--- src/rtl/bp_fe_bp_ghist_hashed.sv ---
// Global-history branch direction predictor. It indexes a table of saturating counters with a
// gselect or gshare hash and keeps a speculative history that can be restored on redirect.
module bp_fe_bp_ghist_hashed #(
    parameter int bht_idx_width_p   = 8,
    parameter int bp_cnt_sat_bits_p = 2,
    parameter int ghist_width_p     = 6,
    parameter int hash_mode_p       = 0
) (
    input  logic                       clk_i,
    input  logic                       reset_i,
    output logic                       init_done_o,

    input  logic                       r_v_i,
    input  logic [bht_idx_width_p-1:0] pc_r_i,
    output logic                       pred_v_o,
    output logic                       predict_o,
    output logic [ghist_width_p-1:0]   ghist_r_o,

    input  logic                       w_v_i,
    input  logic [bht_idx_width_p-1:0] pc_w_i,
    input  logic [ghist_width_p-1:0]   ghist_w_i,
    input  logic                       taken_i,
    input  logic                       redirect_i
);

    localparam int els_lp = 2**bht_idx_width_p;
    localparam logic [bp_cnt_sat_bits_p-1:0] cnt_init_lp =
        bp_cnt_sat_bits_p'((2**(bp_cnt_sat_bits_p-1)) - 1);
    localparam logic [bp_cnt_sat_bits_p-1:0] cnt_max_lp = '1;

    typedef enum logic {
        ST_INIT,
        ST_READY
    } state_e;

    state_e                      r_state;
    logic [bht_idx_width_p-1:0]  r_sweep;
    logic [ghist_width_p-1:0]    r_spec_ghist;
    logic                        r_init_done;
    logic                        r_pred_v;
    logic                        r_predict;
    logic [ghist_width_p-1:0]    r_ghist_r;

    // NOTE: the counter table has no reset; the post-reset sweep initialises it instead.
    logic [bp_cnt_sat_bits_p-1:0] r_bht [els_lp];

    logic [bht_idx_width_p-1:0]   w_r_idx;
    logic [bht_idx_width_p-1:0]   w_w_idx;
    logic                         w_pred;
    logic [bp_cnt_sat_bits_p-1:0] w_w_cnt;
    logic [bp_cnt_sat_bits_p-1:0] w_w_cnt_nxt;

    if (bp_cnt_sat_bits_p < 1 || ghist_width_p < 2) begin : g_bad_width
        $error("bp_fe_bp_ghist_hashed: counter width must be >= 1 and history width >= 2");
    end

    if (hash_mode_p == 0) begin : g_gselect
        if (ghist_width_p >= bht_idx_width_p) begin : g_bad
            $error("bp_fe_bp_ghist_hashed: gselect needs ghist_width_p < bht_idx_width_p");
        end else begin : g_ok
            assign w_r_idx = {pc_r_i[bht_idx_width_p-ghist_width_p-1:0], r_spec_ghist};
            assign w_w_idx = {pc_w_i[bht_idx_width_p-ghist_width_p-1:0], ghist_w_i};
        end
    end else if (hash_mode_p == 1) begin : g_gshare
        if (ghist_width_p > bht_idx_width_p) begin : g_bad
            $error("bp_fe_bp_ghist_hashed: gshare needs ghist_width_p <= bht_idx_width_p");
        end else begin : g_ok
            assign w_r_idx = pc_r_i ^ bht_idx_width_p'(r_spec_ghist);
            assign w_w_idx = pc_w_i ^ bht_idx_width_p'(ghist_w_i);
        end
    end else begin : g_bad_mode
        $error("bp_fe_bp_ghist_hashed: hash_mode_p must be 0 or 1");
    end

    // The read samples the table before this edge's update, so a same-index write is invisible.
    assign w_pred  = r_bht[w_r_idx][bp_cnt_sat_bits_p-1];
    assign w_w_cnt = r_bht[w_w_idx];

    // NOTE: give every combinational output a default first so no path can infer a latch.
    always_comb begin
        w_w_cnt_nxt = w_w_cnt;
        if (taken_i) begin
            if (w_w_cnt != cnt_max_lp) w_w_cnt_nxt = w_w_cnt + bp_cnt_sat_bits_p'(1);
        end else begin
            if (w_w_cnt != '0) w_w_cnt_nxt = w_w_cnt - bp_cnt_sat_bits_p'(1);
        end
    end

    always_ff @(posedge clk_i) begin
        if (!reset_i) begin
            if (r_state == ST_INIT) begin
                r_bht[r_sweep] <= cnt_init_lp;
            end else if (w_v_i) begin
                r_bht[w_w_idx] <= w_w_cnt_nxt;
            end
        end
    end

    // NOTE: state is assigned with non-blocking assignments so every register samples pre-edge values.
    always_ff @(posedge clk_i) begin
        if (reset_i) begin
            r_state      <= ST_INIT;
            r_sweep      <= '0;
            r_spec_ghist <= '0;
            r_init_done  <= 1'b0;
            r_pred_v     <= 1'b0;
            r_predict    <= 1'b0;
            r_ghist_r    <= '0;
        end else begin
            r_pred_v  <= 1'b0;
            r_predict <= 1'b0;
            case (r_state)
                ST_INIT: begin
                    r_sweep <= r_sweep + bht_idx_width_p'(1);
                    if (r_sweep == '1) begin
                        r_state     <= ST_READY;
                        r_init_done <= 1'b1;
                    end
                end
                ST_READY: begin
                    if (r_v_i) begin
                        r_pred_v     <= 1'b1;
                        r_predict    <= w_pred;
                        r_ghist_r    <= r_spec_ghist;
                        r_spec_ghist <= {r_spec_ghist[ghist_width_p-2:0], w_pred};
                    end
                    // A restore wins over the speculative shift of a same-cycle read.
                    if (w_v_i && redirect_i) begin
                        r_spec_ghist <= {ghist_w_i[ghist_width_p-2:0], taken_i};
                    end
                end
                default: r_state <= ST_INIT;
            endcase
        end
    end

    assign init_done_o = r_init_done;
    assign pred_v_o    = r_pred_v;
    assign predict_o   = r_predict;
    assign ghist_r_o   = r_ghist_r;

endmodule

--- config.mk ---
export PLATFORM = sky130hd
export DESIGN_NAME = bp_fe_bp_ghist_hashed
export DESIGN_NICKNAME = d
export VERILOG_FILES = /design/src/rtl/bp_fe_bp_ghist_hashed.sv
export SDC_FILE = /design/constraint.sdc
export NUM_CORES = 1
export LEC_CHECK = 0
export CAP_MARGIN = 30
export CORE_MARGIN = 5
export CORE_UTILIZATION = 55
export CTS_CLUSTER_SIZE = 24
export DETAILED_ROUTE_END_ITERATION = 10
export PLACE_DENSITY = 0.71
export SYNTH_ARGS = -nofsm -noshare
export SYNTH_HDL_FRONTEND = slang
export SYNTH_SLANG_ARGS = --single-unit
--- constraint.sdc ---
create_clock -name clk_i -period 38.6 [get_ports clk_i]
set_input_delay 7.72 -clock clk_i [delete_from_list [all_inputs] [get_ports clk_i]]
set_output_delay 7.72 -clock clk_i [all_outputs]
set_load 0.02 [all_outputs]
==> run_summary.xml <==
<?xml version="1.0" encoding="UTF-8"?>
<metrics>
  <group name="outcome">
    <metric name="run_status" unit="">finished, final reports clean</metric>
  </group>
  <group name="floorplan">
    <metric name="die_height" unit="um">220</metric>
    <metric name="total_die_area" unit="mm2">0.0485</metric>
    <metric name="die-width" unit="um">220</metric>
    <metric name="ios" unit="">37</metric>
    <metric name="start_util" unit="%">55.3</metric>
    <metric name="placementRows" unit="">77</metric>
    <metric name="floorplan.core_area" unit="mm2">0.0439</metric>
  </group>
  <group name="yosys">
    <metric name="async_reset_ff_share" unit="%">0</metric>
    <metric name="synthesis.instances" unit="">1545</metric>
    <metric name="ys_seq_elements" unit="">536</metric>
    <metric name="yosysWarnings" unit="">0</metric>
    <metric name="syn-mean-instance-area" unit="um2">15.7</metric>
    <metric name="synth.yosys.seq_area_share" unit="%">65.2</metric>
    <metric name="synth.net_count" unit="">1574</metric>
    <metric name="synth_enable_flop_cells" unit="">512</metric>
    <metric name="yosysUniqueCellTypes" unit="">54</metric>
    <metric name="post_synth_instance_area" unit="mm2">0.0243</metric>
    <metric name="postSynth.topFlopCell" unit="">sky130_fd_sc_hd__edfxtp_1</metric>
  </group>
  <group name="cts">
    <metric name="postCtsSetupBuffers" unit="">0</metric>
    <metric name="clock_latency_at_the_later_pin_of_the_worst_skew_pair" unit="ns">0.61</metric>
    <metric name="htree_levels" unit="">2</metric>
    <metric name="clockRootBuffer" unit="">sky130_fd_sc_hd__clkbuf_16</metric>
    <metric name="quantity_of_gates_resized_following_cts" unit="">0</metric>
    <metric name="cts_tree" unit="">yes</metric>
    <metric name="numCtsBuffers" unit="">54</metric>
    <metric name="cts-root-to-sink-buffers" unit="">3</metric>
    <metric name="clock_transition_time_at_the_flip_flop_clock_pins_of_the_worst_setup_and_hold_paths" unit="ns">0.06</metric>
    <metric name="cts_num_sinks" unit="">536</metric>
    <metric name="cts_hold_repair.buffers" unit="">0</metric>
  </group>
  <group name="drt">
    <metric name="vias_per_cell" unit="">6.68</metric>
    <metric name="detail_route.wl_per_cell" unit="um">28.3</metric>
    <metric name="remaining_drc_errors" unit="">0</metric>
    <metric name="post_drt_antenna_nets" unit="">0</metric>
    <metric name="dr_pass1_iterations" unit="">6</metric>
    <metric name="drt_iter0_drc" unit="">1818</metric>
    <metric name="routed_wire_length" unit="mm">61.5</metric>
    <metric name="route.vias.total" unit="">14500</metric>
  </group>
  <group name="timing">
    <metric name="tightest_slew_margin_relative_to_the_limit" unit="%">29.9</metric>
    <metric name="finalMaxSlewViolations" unit="">0</metric>
    <metric name="fin_tns_setup" unit="ns">0</metric>
    <metric name="grt_setup_unrepaired" unit="">false</metric>
    <metric name="setup_slack" unit="ns">25.81</metric>
    <metric name="setup_viol_count_final" unit="">0</metric>
    <metric name="skew" unit="ns">0.0168</metric>
    <metric name="final_min_period_over_clock_period" unit="%">33.1</metric>
    <metric name="tightest_slew" unit="ns">1.05</metric>
    <metric name="hold_viol_final" unit="">0</metric>
    <metric name="final_period_minus_worst_setup_slack" unit="ns">12.79</metric>
    <metric name="max_freq" unit="GHz">0.0782</metric>
  </group>
  <group name="setup_path">
    <metric name="crit_path_max_incr_delay" unit="ns">0.84</metric>
    <metric name="worstPathRequired" unit="ns">38.86</metric>
    <metric name="r2r-start" unit="">r_bht[111][0]$_DFFE_PP_</metric>
    <metric name="worst_r2r_endpoint" unit="">r_bht[207][1]$_DFFE_PP_</metric>
    <metric name="worstPathArrival" unit="ns">13.05</metric>
    <metric name="path_delay_family" unit="">buffers and inverters</metric>
    <metric name="critical_path_buf_inv_count" unit="">5</metric>
    <metric name="rrSetupSlack" unit="ns">34.75</metric>
    <metric name="path_depth" unit="">13</metric>
    <metric name="cp_common_cell" unit="">sky130_fd_sc_hd__buf_4</metric>
    <metric name="end_kind" unit="">flop</metric>
    <metric name="rr_worst_depth" unit="">10</metric>
    <metric name="cp_max_fo" unit="">99</metric>
    <metric name="timing.setup.critical_path_class" unit="">input pin to flop</metric>
    <metric name="worst_setup_path_startpoint" unit="">ghist_w_i[0]</metric>
    <metric name="crit_path_start_kind" unit="">input pin</metric>
    <metric name="timing.critical_path.slowest_stage_cell" unit="">sky130_fd_sc_hd__buf_4</metric>
    <metric name="timing.critical_path.to" unit="">r_bht[207][1]$_DFFE_PP_</metric>
    <metric name="crit_chain" unit="">buf_8 &gt; buf_4 &gt; buf_4 &gt; mux2i_1 &gt; o221ai_1 &gt; o22ai_1 &gt; o21ba_2 &gt; o31ai_1 &gt; a32oi_1 &gt; maj3_1 &gt; nor2_4 &gt; buf_12 &gt; buf_4</metric>
  </group>
  <group name="final_layout">
    <metric name="fillerInstances" unit="">3203</metric>
    <metric name="drive_gt1_share" unit="%">21.0</metric>
    <metric name="final_design_area_no_fill" unit="mm2">0.0270</metric>
    <metric name="mostFrequentLayoutCells" unit="">sky130_fd_sc_hd__edfxtp_1 (512), sky130_fd_sc_hd__nor2_1 (289), sky130_fd_sc_hd__mux4_2 (192), sky130_fd_sc_hd__nand2_1 (96), sky130_fd_sc_hd__clkbuf_16 (55)</metric>
    <metric name="final_nets" unit="">1572</metric>
    <metric name="commonest_non_fill_non_tap_cell_in_the_layout" unit="">sky130_fd_sc_hd__edfxtp_1</metric>
    <metric name="syn_to_final_growth" unit="%">10.9</metric>
    <metric name="num_antenna_cells" unit="">0</metric>
  </group>
  <group name="global_routing">
    <metric name="grt_overflow" unit="">0</metric>
    <metric name="grt_pass1_wl" unit="mm">91.6</metric>
    <metric name="antenna_found_initial" unit="">1</metric>
    <metric name="grt_use_total" unit="%">25.8</metric>
    <metric name="grt_pass1_vias" unit="">14700</metric>
    <metric name="grt_max_degree" unit="">257</metric>
  </group>
  <group name="worst_hold_path">
    <metric name="hold_path.class" unit="">flop to flop</metric>
  </group>
  <group name="power">
    <metric name="switching_share" unit="%">20.7</metric>
    <metric name="p_seq_share" unit="%">53.0</metric>
    <metric name="irDropWorstVdd" unit="mV">0.0299</metric>
    <metric name="power.static_leakage" unit="uW">0.00918</metric>
    <metric name="power.combinational.fraction" unit="%">3.8</metric>
    <metric name="p_int" unit="uW">938</metric>
    <metric name="netSwitchingPower" unit="uW">246</metric>
    <metric name="power_frac_clock" unit="%">43.1</metric>
    <metric name="power_density" unit="mW/mm2">43.9</metric>
  </group>
  <group name="placed_design">
    <metric name="place_area" unit="mm2">0.0252</metric>
    <metric name="io_buffers" unit="">24</metric>
    <metric name="detailedPlacementHpwl" unit="mm">37.3</metric>
    <metric name="routabilityCongestion" unit="">0.850</metric>
    <metric name="pre_cts_ws" unit="ns">24.51</metric>
  </group>
  <group name="job">
    <metric name="drv.max_cap_violation_count" unit="">0</metric>
  </group>
</metrics>
synth_stat cells, types with 9 or more instances:
library cell,instances,area (um2)
sky130_fd_sc_hd__edfxtp_1,512,15400
sky130_fd_sc_hd__nor2_1,290,1090
sky130_fd_sc_hd__mux4_2,192,4320
sky130_fd_sc_hd__nand2_1,96,360
sky130_fd_sc_hd__clkbuf_1,80,300
sky130_fd_sc_hd__nand3_1,53,265
sky130_fd_sc_hd__mux2i_1,33,330
sky130_fd_sc_hd__a21oi_1,30,150
sky130_fd_sc_hd__dfxtp_1,24,480
sky130_fd_sc_hd__a22oi_1,22,165
sky130_fd_sc_hd__buf_2,16,80.1
sky130_fd_sc_hd__nor3_1,16,80.1
sky130_fd_sc_hd__buf_1,14,52.6
sky130_fd_sc_hd__o221ai_1,13,114
sky130_fd_sc_hd__mux2_2,12,135
sky130_fd_sc_hd__buf_4,11,82.6
sky130_fd_sc_hd__o21ai_0,11,55.1
sky130_fd_sc_hd__nand3b_1,10,75.1
sky130_fd_sc_hd__a31oi_1,9,56.3
sky130_fd_sc_hd__nand4_1,9,56.3
sky130_fd_sc_hd__nor2b_1,9,56.3
flip-flops by register name (all words and copies together) (netlist names):
| signal | cells |
|---|---|
| pred_v_o | 1 |
| r_state | 1 |
| predict_o | 1 |
| r_bht | 512 |
| r_sweep | 8 |
| r_spec_ghist | 6 |
| init_done_o | 1 |
| ghist_r_o | 6 |
worst min path at each step:
stage               slack (ns)                      start                         to  depth (start not counted)
CTS                       0.46  ghist_r_o[5]$_SDFFE_PP0P_  ghist_r_o[5]$_SDFFE_PP0P_                          2
finish                    0.46  ghist_r_o[1]$_SDFFE_PP0P_  ghist_r_o[1]$_SDFFE_PP0P_                          2
floorplan                 0.53  ghist_r_o[0]$_SDFFE_PP0P_  ghist_r_o[0]$_SDFFE_PP0P_                          2
detailed placement        0.45  ghist_r_o[5]$_SDFFE_PP0P_  ghist_r_o[5]$_SDFFE_PP0P_                          2
global placement          0.44  ghist_r_o[0]$_SDFFE_PP0P_  ghist_r_o[0]$_SDFFE_PP0P_                          2
global route              0.47  ghist_r_o[5]$_SDFFE_PP0P_  ghist_r_o[5]$_SDFFE_PP0P_                          2
kinds of logic (layout without fill, tap and decap cells):
| group | after synthesis | count (layout) | synth area share [%] |
|---|---|---|---|
| flip-flops | 536 | 536 | 65.2 |
| AND/OR/NAND/NOR | 499 | 499 | 8.59 |
| multiplexers | 237 | 237 | 19.7 |
| AO/OA/AOI/OAI | 133 | 133 | 3.82 |
| buffers and inverters | 131 | 170 | 2.34 |
| XOR/XNOR | 7 | 7 | 0.252 |
| adder cells (fa/ha/maj) | 2 | 2 | 0.0926 |
worst min-delay path, stage by stage, from the launching register on:
cell and delay [ns]:
sky130_fd_sc_hd__dfxtp_1 0.31, sky130_fd_sc_hd__nand2_1 0.05, sky130_fd_sc_hd__a21oi_1 0.05
routing by layer:
metal / share of wire [%] / routed length (um) / GRT usage, %
met3: 11 / 6630 / 5.81
met2: 47 / 28900 / 40.3
met1: 38 / 23500 / 36.1
met5: 0.013 / 8 / 0
met4: 4.0 / 2450 / 9.74
cell type report:
class / instances / area [um2] / share of cell area [%]
Clock buffer: 78 / 1490 / 5.54
Clock inverter: 19 / 218 / 0.808
Inverter: 8 / 30.0 / 0.111
Multi-Input combinational cell: 878 / 7910 / 29.3
Sequential cell: 536 / 15900 / 58.8
Tap cell: 592 / 741 / 2.75
Timing Repair Buffer: 65 / 701 / 2.60
metrics by stage:
stage	std cells	hold slack (ns)	power, uW	utilization [%]
after floorplan	1545	0.535	670	-
after global placement	2069	0.444	683	57.0
after detailed placement	2077	0.449	685	57.4
after CTS	2174	0.457	1190	61.2
after global routing	2176	0.474	1220	61.4
final	2176	0.456	1180	61.4
power groups by stage:
| stage | sequential (uW) | clock (uW) | combinational [uW] |
|---|---|---|---|
| 3_5_place_dp | 640 | 0 | 44.2 |
| 5_1_grt | 628 | 543 | 47.3 |
| 4_1_cts | 628 | 517 | 44.5 |
| 3_3_place_gp | 640 | 0 | 42.8 |
| 6_report | 628 | 511 | 45.2 |
| 2_1_floorplan | 640 | 0 | 29.4 |
Note: power is estimated with default switching activity, not from simulation.
